[config.mk]
export PLATFORM = sky130hd
export DESIGN_NAME = flash_rd_ctrl
export DESIGN_NICKNAME = d
export VERILOG_FILES = /design/src/rtl/flash_rd_ctrl_pkg.sv /design/src/rtl/flash_rd_ctrl.sv
export SDC_FILE = /design/constraint.sdc
export NUM_CORES = 1
export LEC_CHECK = 0
export CAP_MARGIN = 0
export CORE_MARGIN = 2
export CORE_UTILIZATION = 47
export CTS_CLUSTER_DIAMETER = 30
export DETAILED_ROUTE_END_ITERATION = 10
export PLACE_DENSITY = 0.85
export SKIP_LAST_GASP = 1
export SLEW_MARGIN = 5
export SYNTH_ARGS = -nofsm -noshare
export SYNTH_HDL_FRONTEND = slang
export SYNTH_SLANG_ARGS = --single-unit
[constraint.sdc]
create_clock -name i_clk -period 6.6 [get_ports i_clk]
set_input_delay 0.66 -clock i_clk [delete_from_list [all_inputs] [get_ports i_clk]]
set_output_delay 0.66 -clock i_clk [all_outputs]
set_load 0.05 [all_outputs]
[src/rtl/flash_rd_ctrl_pkg.sv]
// Shared state encoding and default timing for the parallel NOR flash read sequencer.
// The defaults are also picked up by the SDRAM and boot loader blocks.
package flash_rd_ctrl_pkg;

  typedef enum logic [2:0] {
    ST_RST_HOLD  = 3'd0,
    ST_RST_RECOV = 3'd1,
    ST_IDLE      = 3'd2,
    ST_AVD       = 3'd3,
    ST_ACCESS    = 3'd4,
    ST_TURN      = 3'd5
  } state_t;

  // Cycle counts at 25 MHz; 3 x 40 ns of output-enable covers the 100 ns tACC.
  localparam int DEF_RST_HOLD_CYCLES  = 13;
  localparam int DEF_RST_RECOV_CYCLES = 2;
  localparam int DEF_AVD_CYCLES       = 1;
  localparam int DEF_ACCESS_CYCLES    = 3;
  localparam int DEF_TURN_CYCLES      = 1;
  localparam int DEF_CNT_W            = 5;

  localparam logic [15:0] DATA_RESET = 16'h0000;
  localparam logic [23:0] ADDR_RESET = 24'h00_0000;

endpackage

[src/rtl/flash_rd_ctrl.sv]
// Read-only sequencer for a 16-bit AVD-latched NOR flash: power-on reset pulse, then
// single-word async reads for one client. Every output comes straight from a register.
module flash_rd_ctrl
  import flash_rd_ctrl_pkg::*;
#(
  parameter int RST_HOLD_CYCLES  = DEF_RST_HOLD_CYCLES,
  parameter int RST_RECOV_CYCLES = DEF_RST_RECOV_CYCLES,
  parameter int AVD_CYCLES       = DEF_AVD_CYCLES,
  parameter int ACCESS_CYCLES    = DEF_ACCESS_CYCLES,
  parameter int TURN_CYCLES      = DEF_TURN_CYCLES,
  parameter int CNT_W            = DEF_CNT_W
) (
  input  logic        i_clk,
  input  logic        i_rst_n,
  input  logic        i_req_valid,
  output logic        o_req_ready,
  input  logic [23:0] i_req_addr,
  output logic        o_rsp_valid,
  output logic [15:0] o_rsp_data,
  output logic        o_busy,
  output logic        o_flash_dclk,
  output logic        o_flash_nreset,
  output logic        o_flash_nce,
  output logic        o_flash_noe,
  output logic        o_flash_navd,
  output logic        o_flash_nwe,
  output logic [23:0] o_flash_padd,
  input  logic [15:0] i_flash_data
);

  localparam logic [CNT_W-1:0] HOLD_LD   = CNT_W'(RST_HOLD_CYCLES - 1);
  localparam logic [CNT_W-1:0] RECOV_LD  = CNT_W'(RST_RECOV_CYCLES - 1);
  localparam logic [CNT_W-1:0] AVD_LD    = CNT_W'(AVD_CYCLES - 1);
  localparam logic [CNT_W-1:0] ACCESS_LD = CNT_W'(ACCESS_CYCLES - 1);
  localparam logic [CNT_W-1:0] TURN_LD   = CNT_W'(TURN_CYCLES - 1);

  state_t            r_state;
  logic [CNT_W-1:0]  r_cnt;
  logic              r_req_ready;
  logic              r_rsp_valid;
  logic [15:0]       r_rsp_data;
  logic              r_busy;
  logic              r_nreset;
  logic              r_nce;
  logic              r_noe;
  logic              r_navd;
  logic [23:0]       r_padd;
  logic              w_cnt_zero;

  assign w_cnt_zero = (r_cnt == '0);

  // The counter comes out of reset preloaded so the first hold phase is full length.
  always_ff @(posedge i_clk or negedge i_rst_n) begin
    if (!i_rst_n) begin
      r_state     <= ST_RST_HOLD;
      r_cnt       <= HOLD_LD;
      r_req_ready <= 1'b0;
      r_rsp_valid <= 1'b0;
      r_rsp_data  <= DATA_RESET;
      r_busy      <= 1'b1;
      r_nreset    <= 1'b0;
      r_nce       <= 1'b1;
      r_noe       <= 1'b1;
      r_navd      <= 1'b1;
      r_padd      <= ADDR_RESET;
    end else begin
      r_rsp_valid <= 1'b0;
      case (r_state)
        ST_RST_HOLD: begin
          if (w_cnt_zero) begin
            r_state  <= ST_RST_RECOV;
            r_cnt    <= RECOV_LD;
            r_nreset <= 1'b1;
          end else begin
            r_cnt <= r_cnt - 1'b1;
          end
        end
        ST_RST_RECOV: begin
          if (w_cnt_zero) begin
            r_state     <= ST_IDLE;
            r_req_ready <= 1'b1;
            r_busy      <= 1'b0;
          end else begin
            r_cnt <= r_cnt - 1'b1;
          end
        end
        ST_IDLE: begin
          if (i_req_valid && r_req_ready) begin
            r_state     <= ST_AVD;
            r_cnt       <= AVD_LD;
            r_padd      <= i_req_addr;
            r_nce       <= 1'b0;
            r_navd      <= 1'b0;
            r_req_ready <= 1'b0;
            r_busy      <= 1'b1;
          end
        end
        ST_AVD: begin
          if (w_cnt_zero) begin
            r_state <= ST_ACCESS;
            r_cnt   <= ACCESS_LD;
            r_navd  <= 1'b1;
            r_noe   <= 1'b0;
          end else begin
            r_cnt <= r_cnt - 1'b1;
          end
        end
        ST_ACCESS: begin
          // Capture on the edge that ends the last output-enable cycle.
          if (w_cnt_zero) begin
            r_state     <= ST_TURN;
            r_cnt       <= TURN_LD;
            r_rsp_data  <= i_flash_data;
            r_rsp_valid <= 1'b1;
            r_nce       <= 1'b1;
            r_noe       <= 1'b1;
          end else begin
            r_cnt <= r_cnt - 1'b1;
          end
        end
        ST_TURN: begin
          if (w_cnt_zero) begin
            r_state     <= ST_IDLE;
            r_req_ready <= 1'b1;
            r_busy      <= 1'b0;
          end else begin
            r_cnt <= r_cnt - 1'b1;
          end
        end
        default: begin
          r_state     <= ST_RST_HOLD;
          r_cnt       <= HOLD_LD;
          r_req_ready <= 1'b0;
          r_busy      <= 1'b1;
          r_nreset    <= 1'b0;
          r_nce       <= 1'b1;
          r_noe       <= 1'b1;
          r_navd      <= 1'b1;
        end
      endcase
    end
  end

  assign o_req_ready    = r_req_ready;
  assign o_rsp_valid    = r_rsp_valid;
  assign o_rsp_data     = r_rsp_data;
  assign o_busy         = r_busy;
  assign o_flash_dclk   = 1'b0;
  assign o_flash_nreset = r_nreset;
  assign o_flash_nce    = r_nce;
  assign o_flash_noe    = r_noe;
  assign o_flash_navd   = r_navd;
  assign o_flash_nwe    = 1'b1;
  assign o_flash_padd   = r_padd;

endmodule

==> impl_metrics.py, run 1 <==
metrics = {
    "run_status": {
        "status": "finished, final reports clean",
    },
    "setup_path": {
        "worstReg2RegEnd": "o_flash_padd[11]",
        "reg2regPathDepth": 3,
        "start_kind": "register",
        "critPathMaxFanout": 24,
        "crit_path_end_kind": "register",
        "rrSetupSlack_ns": 3.85,
        "critPathKind": "register to register",
        "crit-reg2reg-launch": "r_state[1]",
        "required_ns": 6.78,
        "cp.arrival_ns": 2.93,
    },
    "routing": {
        "routedWlPerCell_um": 15.1,
        "routed_wirelength_um": 4980,
        "drc": 0,
        "first_pass_iters": 5,
        "via_count": 1715,
        "ant_nets": 0,
        "routed_via_density": 5.21,
        "drt_iter0_drc": 74,
    },
    "layout": {
        "drive_above_1_share_pct": 21.8,
        "fill_cells": 370,
        "multi_input_area_sq_um": 885,
        "antennaDiodeCount": 0,
        "nNetsFinal": 306,
        "regArea_sq_mm": 0.00138,
        "area_delta_synth_final_pct": 41.7,
    },
    "synthesis": {
        "synth_top_area_share_pct": 51.7,
        "synth_top_flop_cell": "dfrtp_1",
        "synth_top_cells_by_area": "dfrtp_1 52%, mux2_2 15%, dfstp_2 6.6%, mux2_4 5.7%, o21ai_0 1.9%",
        "yosysTopAreaCell": "dfrtp_1",
        "syn-cell-area_sq_mm": 0.00237,
        "synth.avg_cell_area_sq_um": 13.5,
        "synth_nets": 220,
        "synthArstFlopShare_pct": 100,
        "synth_cells": 176,
        "synth.distinct_cells": 38,
        "ys_warn_count": 0,
        "ys_seq_area_share_pct": 58.3,
        "synth-edff-count": 0,
        "ys_ff_latch": 55,
    },
    "sta": {
        "rsz0062_at_grt": "false",
        "max_freq_mhz": 364,
        "slew_viol_final": 0,
        "fin_worst_skew_ns": 0.00382,
        "timing.hold.ws_ns": 0.304,
        "tightest_slew_ns": 1.14,
        "relSlewSlack_pct": 23.7,
        "fin_tns_setup_ns": 0,
        "min_period_ns": 2.75,
        "post-route-period-util_pct": 41.6,
        "final_hold_viol_count": 0,
        "setup-violations-final": 0,
    },
    "clock_tree": {
        "htreeDepth": 2,
        "cts_hold_buf": 0,
        "clkTransAtPathRegs_ns": 0.09,
        "cts.sinks": 55,
        "cts_buffers": 5,
        "cts_resized": 0,
        "cts_buffer_depth": 2,
        "post_cts_buffers": 0,
        "root_buffer": "clkbuf_8",
        "cts_tree": "built",
        "clk_latency_ns": 0.29,
    },
    "floorplan": {
        "die_area_sq_mm": 0.00563,
        "core_sq_mm": 0.00479,
        "start_util_pct": 49.6,
        "core.rowCount": 25,
        "die_h_um": 75.1,
        "die_w_um": 75.1,
        "pin_count": 92,
    },
    "pwr": {
        "p_comb_share_pct": 50.3,
        "peakVddDrop_mv": 0.284,
        "p_switching_w": 0.000663,
        "cell_internal_pwr_w": 0.000859,
        "power.share.clock_pct": 13.7,
        "seqPwrFrac_pct": 35.9,
        "leakage_nw": 1.46,
        "pwr_density_cell_mw_per_mm2": 453,
        "sw_frac_of_total_pct": 43.5,
    },
    "place": {
        "portBuffers": 89,
        "gp_congestion": 0.844,
        "hpwl_um": 3560,
    },
    "grt": {
        "overflow": 0,
        "grt_pass1_vias": 1635,
        "grt_pass1_wl_um": 7670,
        "antenna_found_initial": 0,
        "grt_usage_pct": 17.7,
        "grt_max_degree": 36,
    },
    "hold_path": {
        "hp-class": "primary input to asynchronous set/reset pin",
    },
    "run": {
        "drv_cap": 0,
    },
}
logic make-up after synthesis:
| family | share of synthesized area, % |
|---|---|
| DFF | 58.3 |
| buffers and inverters | 4.43 |
| adders and majority gates | 0.949 |
| other | 0.316 |
| xor gates and xnor gates | 0.369 |
| AOI/OAI and AO/OA | 8.70 |
| and+or+nand+nor | 6.54 |
| muxes | 20.4 |
critical path, stage by stage (launching register included):
cell and delay (ns):
dfrtp_1 0.70, nor3b_1 0.45, nand3_1 0.88, mux2_2 0.60
final cells by class:
cell class	instances	share of cell area (%)
clock buffers	6	2.16
clock inverters	1	0.893
inverters	4	0.446
multi-input cells	106	26.3
flip-flops and latches	55	41.1
well taps	67	2.49
repair buffers	90	26.6
how the worst max path moves through the flow:
| stage | startpoint | end | slack, ns | cells past startpoint |
|---|---|---|---|---|
| final | r_state[1] | o_flash_padd[11] | 3.85 | 3 |
| after global placement | i_req_valid | o_flash_padd[6] | 3.84 | 3 |
| after floorplan | r_cnt[0] | o_rsp_data[0] | 4.41 | 9 |
| after global routing | r_state[1] | o_flash_padd[11] | 3.58 | 3 |
| after detailed placement | i_req_valid | o_flash_padd[11] | 3.81 | 3 |
| after CTS | r_state[1] | o_flash_padd[11] | 3.84 | 3 |
placed cells by master, fill, tap and decap left out, types with 2 or more instances in the layout:
cell and n:
clkdlybuf4s50_1 88, dfrtp_1 49, mux2_2 31, mux2_4 9
nand2_1 9, o21ai_0 9, a21oi_1 7, nand3_1 6
nor2_1 6, dfstp_2 6, clkbuf_8 5, inv_1 4
nor3_1 2, o21a_1 2, a31oi_1 2, o22ai_1 2
a21boi_0 2, o32a_1 2, conb_1 2
metal layers:
| metal | vias up | GRT usage (%) | share of wire, % |
|---|---|---|---|
| met2 | 94 | 28.8 | 49 |
| met4 | 0 | 4.96 | 0.70 |
| met1 | 825 | 23.8 | 42 |
| li1 | 791 | - | - |
| met3 | 5 | 4.28 | 8.7 |
| met5 | - | 0 | 0 |
sequential cells by signal (all words and copies together) (netlist names):
signal          count
r_cnt               5
o_rsp_data         16
o_rsp_valid         1
o_flash_nce         1
o_flash_padd       24
o_flash_nreset      1
o_busy              1
r_state             3
o_flash_navd        1
o_req_ready         1
o_flash_noe         1
synthesized netlist by cell type, drive strengths merged (2+ instances only):
cell type	n
nand3	6
dfstp	6
o21a	2
a31oi	2
nor3	2
nand2	9
o32a	2
a21boi	2
a21oi	7
conb	2
nor2	7
buf	8
inv	4
clkbuf	3
o21ai	9
o22ai	2
mux2	40
dfrtp	49
power by group through the flow:
stage / Sequential [W] / Combinational, W / Clock, W
final: 0.000547 / 0.000766 / 0.000209
after global routing: 0.000565 / 0.000809 / 0.000226
after CTS: 0.000545 / 0.000770 / 0.000216
after detailed placement: 0.000551 / 0.000766 / 0
after global placement: 0.000548 / 0.000753 / 0
after floorplan: 0.000843 / 0.000218 / 0
per-stage QoR:
step,util (%),worst slack (ns),power [W],std cells,cell area [sq um]
2_1_floorplan,-,4.41,0.00106,176,2370
3_3_place_gp,68.1,3.84,0.00130,322,3260
3_5_place_dp,68.1,3.81,0.00132,322,3260
4_1_cts,70.3,3.84,0.00153,329,3360
5_1_grt,70.3,3.58,0.00160,329,3360
6_report,70.3,3.85,0.00152,329,3360
No activity file was read; power rests on OpenSTA's default activity.
==> inputs of run 2 (changes only) <==
--- a/config.mk
+++ b/config.mk
@@ -7,10 +7,10 @@
 export LEC_CHECK = 0
 export CAP_MARGIN = 0
 export CORE_MARGIN = 2
-export CORE_UTILIZATION = 47
+export CORE_UTILIZATION = 39
 export CTS_CLUSTER_DIAMETER = 30
 export DETAILED_ROUTE_END_ITERATION = 10
-export PLACE_DENSITY = 0.85
+export PLACE_DENSITY = 0.75
 export SKIP_LAST_GASP = 1
 export SLEW_MARGIN = 5
 export SYNTH_ARGS = -nofsm -noshare
==> constraint.sdc (replaced) <==
create_clock -name i_clk -period 2.4 [get_ports i_clk]
set_input_delay 0.24 -clock i_clk [delete_from_list [all_inputs] [get_ports i_clk]]
set_output_delay 0.24 -clock i_clk [all_outputs]
set_load 0.05 [all_outputs]
==> run 2 against run 1 <==
  * Global-route usage decreased by 2.3 points
  * Power rose to 2.8 times the previous value
  * Clock skew up 0.0034 ns
  * First-iteration DRC count decreased by 19%
  * Critical path type unchanged
==> impl_metrics.py, run 2 (same netlist as run 1, synthesis figures left out) <==
metrics = {
    "routing": {
        "routedWlPerCell_um": 14.6,
        "via_count": 1709,
        "first_pass_iters": 4,
        "ant_nets": 0,
        "drc": 0,
        "routed_wirelength_um": 4990,
        "drt_iter0_drc": 60,
        "routed_via_density": 4.98,
    },
    "floorplan": {
        "core.rowCount": 28,
        "core_sq_mm": 0.00589,
        "pin_count": 92,
        "die_area_sq_mm": 0.00673,
        "die_h_um": 82.0,
        "die_w_um": 82.0,
        "start_util_pct": 40.3,
    },
    "clock_tree": {
        "cts.sinks": 55,
        "cts_hold_buf": 1,
        "cts_buffer_depth": 2,
        "cts_tree": "built",
        "post_cts_buffers": 0,
        "root_buffer": "clkbuf_8",
        "cts_resized": 0,
        "cts_buffers": 5,
        "clkTransAtPathRegs_ns": 0.09,
        "clk_latency_ns": 0.30,
        "htreeDepth": 2,
    },
    "setup_path": {
        "required_ns": 2.58,
        "critPathMaxFanout": 17,
        "path_cells": "inv_1 -> ha_1 -> or4b_4 -> nor2_4 -> and3_4 -> mux2_2",
        "cpLargestDelayFamily": "simple AND/OR/NAND/NOR gates",
        "crit_path_max_incr_delay_ns": 0.55,
        "cp_slowest_cell": "or4b_4",
        "start_kind": "register",
        "critPathKind": "register to register",
        "crit_path_end_kind": "register",
        "cp_num_buf_inv": 1,
        "cp.arrival_ns": 2.47,
    },
    "grt": {
        "grt_usage_pct": 15.4,
        "overflow": 0,
        "grt_max_degree": 27,
        "grt_pass1_vias": 1697,
        "antenna_found_initial": 0,
        "grt_pass1_wl_um": 7950,
    },
    "sta": {
        "min_period_ns": 2.28,
        "fin_worst_skew_ns": 0.00727,
        "post-route-period-util_pct": 95.2,
        "rsz0062_at_grt": "false",
        "final_hold_viol_count": 0,
        "relSlewSlack_pct": 61.7,
        "max_freq_mhz": 438,
        "slew_viol_final": 0,
        "setup-violations-final": 0,
        "tightest_slew_ns": 0.574,
        "worst_slack_ns": 0.116,
        "fin_tns_setup_ns": 0,
    },
    "layout": {
        "area_delta_synth_final_pct": 44.1,
        "antennaDiodeCount": 0,
        "layout_common_cells": "88 x clkdlybuf4s50_1, 49 x dfrtp_1, 31 x mux2_2",
        "drive_above_1_share_pct": 23.1,
        "nNetsFinal": 312,
        "final_common_cell": "clkdlybuf4s50_1",
        "largest_reg_flops": 24,
    },
    "place": {
        "portBuffers": 89,
        "hpwl_um": 3710,
        "gp_congestion": 0.943,
        "pre_cts_ws_ns": 0.135,
    },
    "hold_path": {
        "hp-class": "primary input to asynchronous set/reset pin",
    },
    "pwr": {
        "leakage_nw": 1.49,
        "pwr_density_cell_mw_per_mm2": 1230,
        "peakVddDrop_mv": 0.778,
    },
    "run": {
        "drv_cap": 0,
    },
    "run_status": {
        "status": "finished, final reports clean",
    },
}
run 2: changes by cell type in the layout (fill, tap and decap cells not counted), sizes merged:
| cell | previous run | this run |
|---|---|---|
| buf | 2 | 7 |
| dlygate4sd3 | 0 | 1 |
run 2: metal layers:
metal | vias up | share of wire [%] | global-route usage, %
li1 | 802 | - | -
met1 | 830 | 45 | 20.5
met2 | 75 | 47 | 25.0
met3 | 2 | 7.5 | 4.62
met4 | 0 | 0.30 | 3.50
met5 | - | 0 | 0
run 2: worst reg2reg max path, cell delays in order, from the launching register on:
cell	delay, ns
dfrtp_1	0.42
inv_1	0.12
ha_1	0.23
or4b_4	0.55
nor2_4	0.11
and3_4	0.37
mux2_2	0.38
run 2: cell type report:
class | count | area, sq um
clock inverters | 1 | 30.0
clock buffers | 6 | 72.6
repair buffers | 96 | 941
fillers | 505 | 2460
inverters | 4 | 15.0
multi-input cells | 106 | 885
well taps | 75 | 93.8
flip-flops and latches | 55 | 1380
run 2: worst paths after layout:
kind / slack, ns / startpoint / end / cells past startpoint
max: 0.12 / r_cnt[0] / o_rsp_data[1] / 6
min: 0.47 / i_rst_n / o_flash_padd[19] / 2
max reg2reg: 0.12 / r_cnt[0] / o_rsp_data[1] / 6
min reg2reg: 0.51 / o_flash_padd[16] / o_flash_padd[16] / 1
max in group asynchronous: 1.29 / i_rst_n / o_flash_padd[12] / 3
min in group i_clk: 0.51 / o_flash_padd[16] / o_flash_padd[16] / 1
run 2: power by group:
part           internal, W  switching [W]
clock network     0.000306       0.000272
registers          0.00126       0.000190
logic             0.000828        0.00136
run 2: metrics by stage:
| stage | util [%] | power (W) | cells | hold slack [ns] | area [sq um] |
|---|---|---|---|---|---|
| final | 58.1 | 0.00421 | 343 | 0.471 | 3420 |
| after global placement | 56.2 | 0.00362 | 335 | 0.287 | 3310 |
| after detailed placement | 56.2 | 0.00365 | 335 | 0.284 | 3310 |
| after floorplan | - | 0.00292 | 176 | -0.0556 | 2370 |
| after global routing | 58.1 | 0.00446 | 343 | 0.524 | 3420 |
| after CTS | 58.1 | 0.00425 | 343 | 0.491 | 3420 |
==> inputs of run 3 (changes only) <==
--- a/config.mk
+++ b/config.mk
@@ -8,7 +8,7 @@
 export CAP_MARGIN = 0
 export CORE_MARGIN = 2
 export CORE_UTILIZATION = 39
-export CTS_CLUSTER_DIAMETER = 30
+export CTS_CLUSTER_DIAMETER = 40
 export DETAILED_ROUTE_END_ITERATION = 10
 export PLACE_DENSITY = 0.75
 export SKIP_LAST_GASP = 1
==> results of run 3 <==
Same layout as run 2: the final DEF is identical, and so are final timing and power.
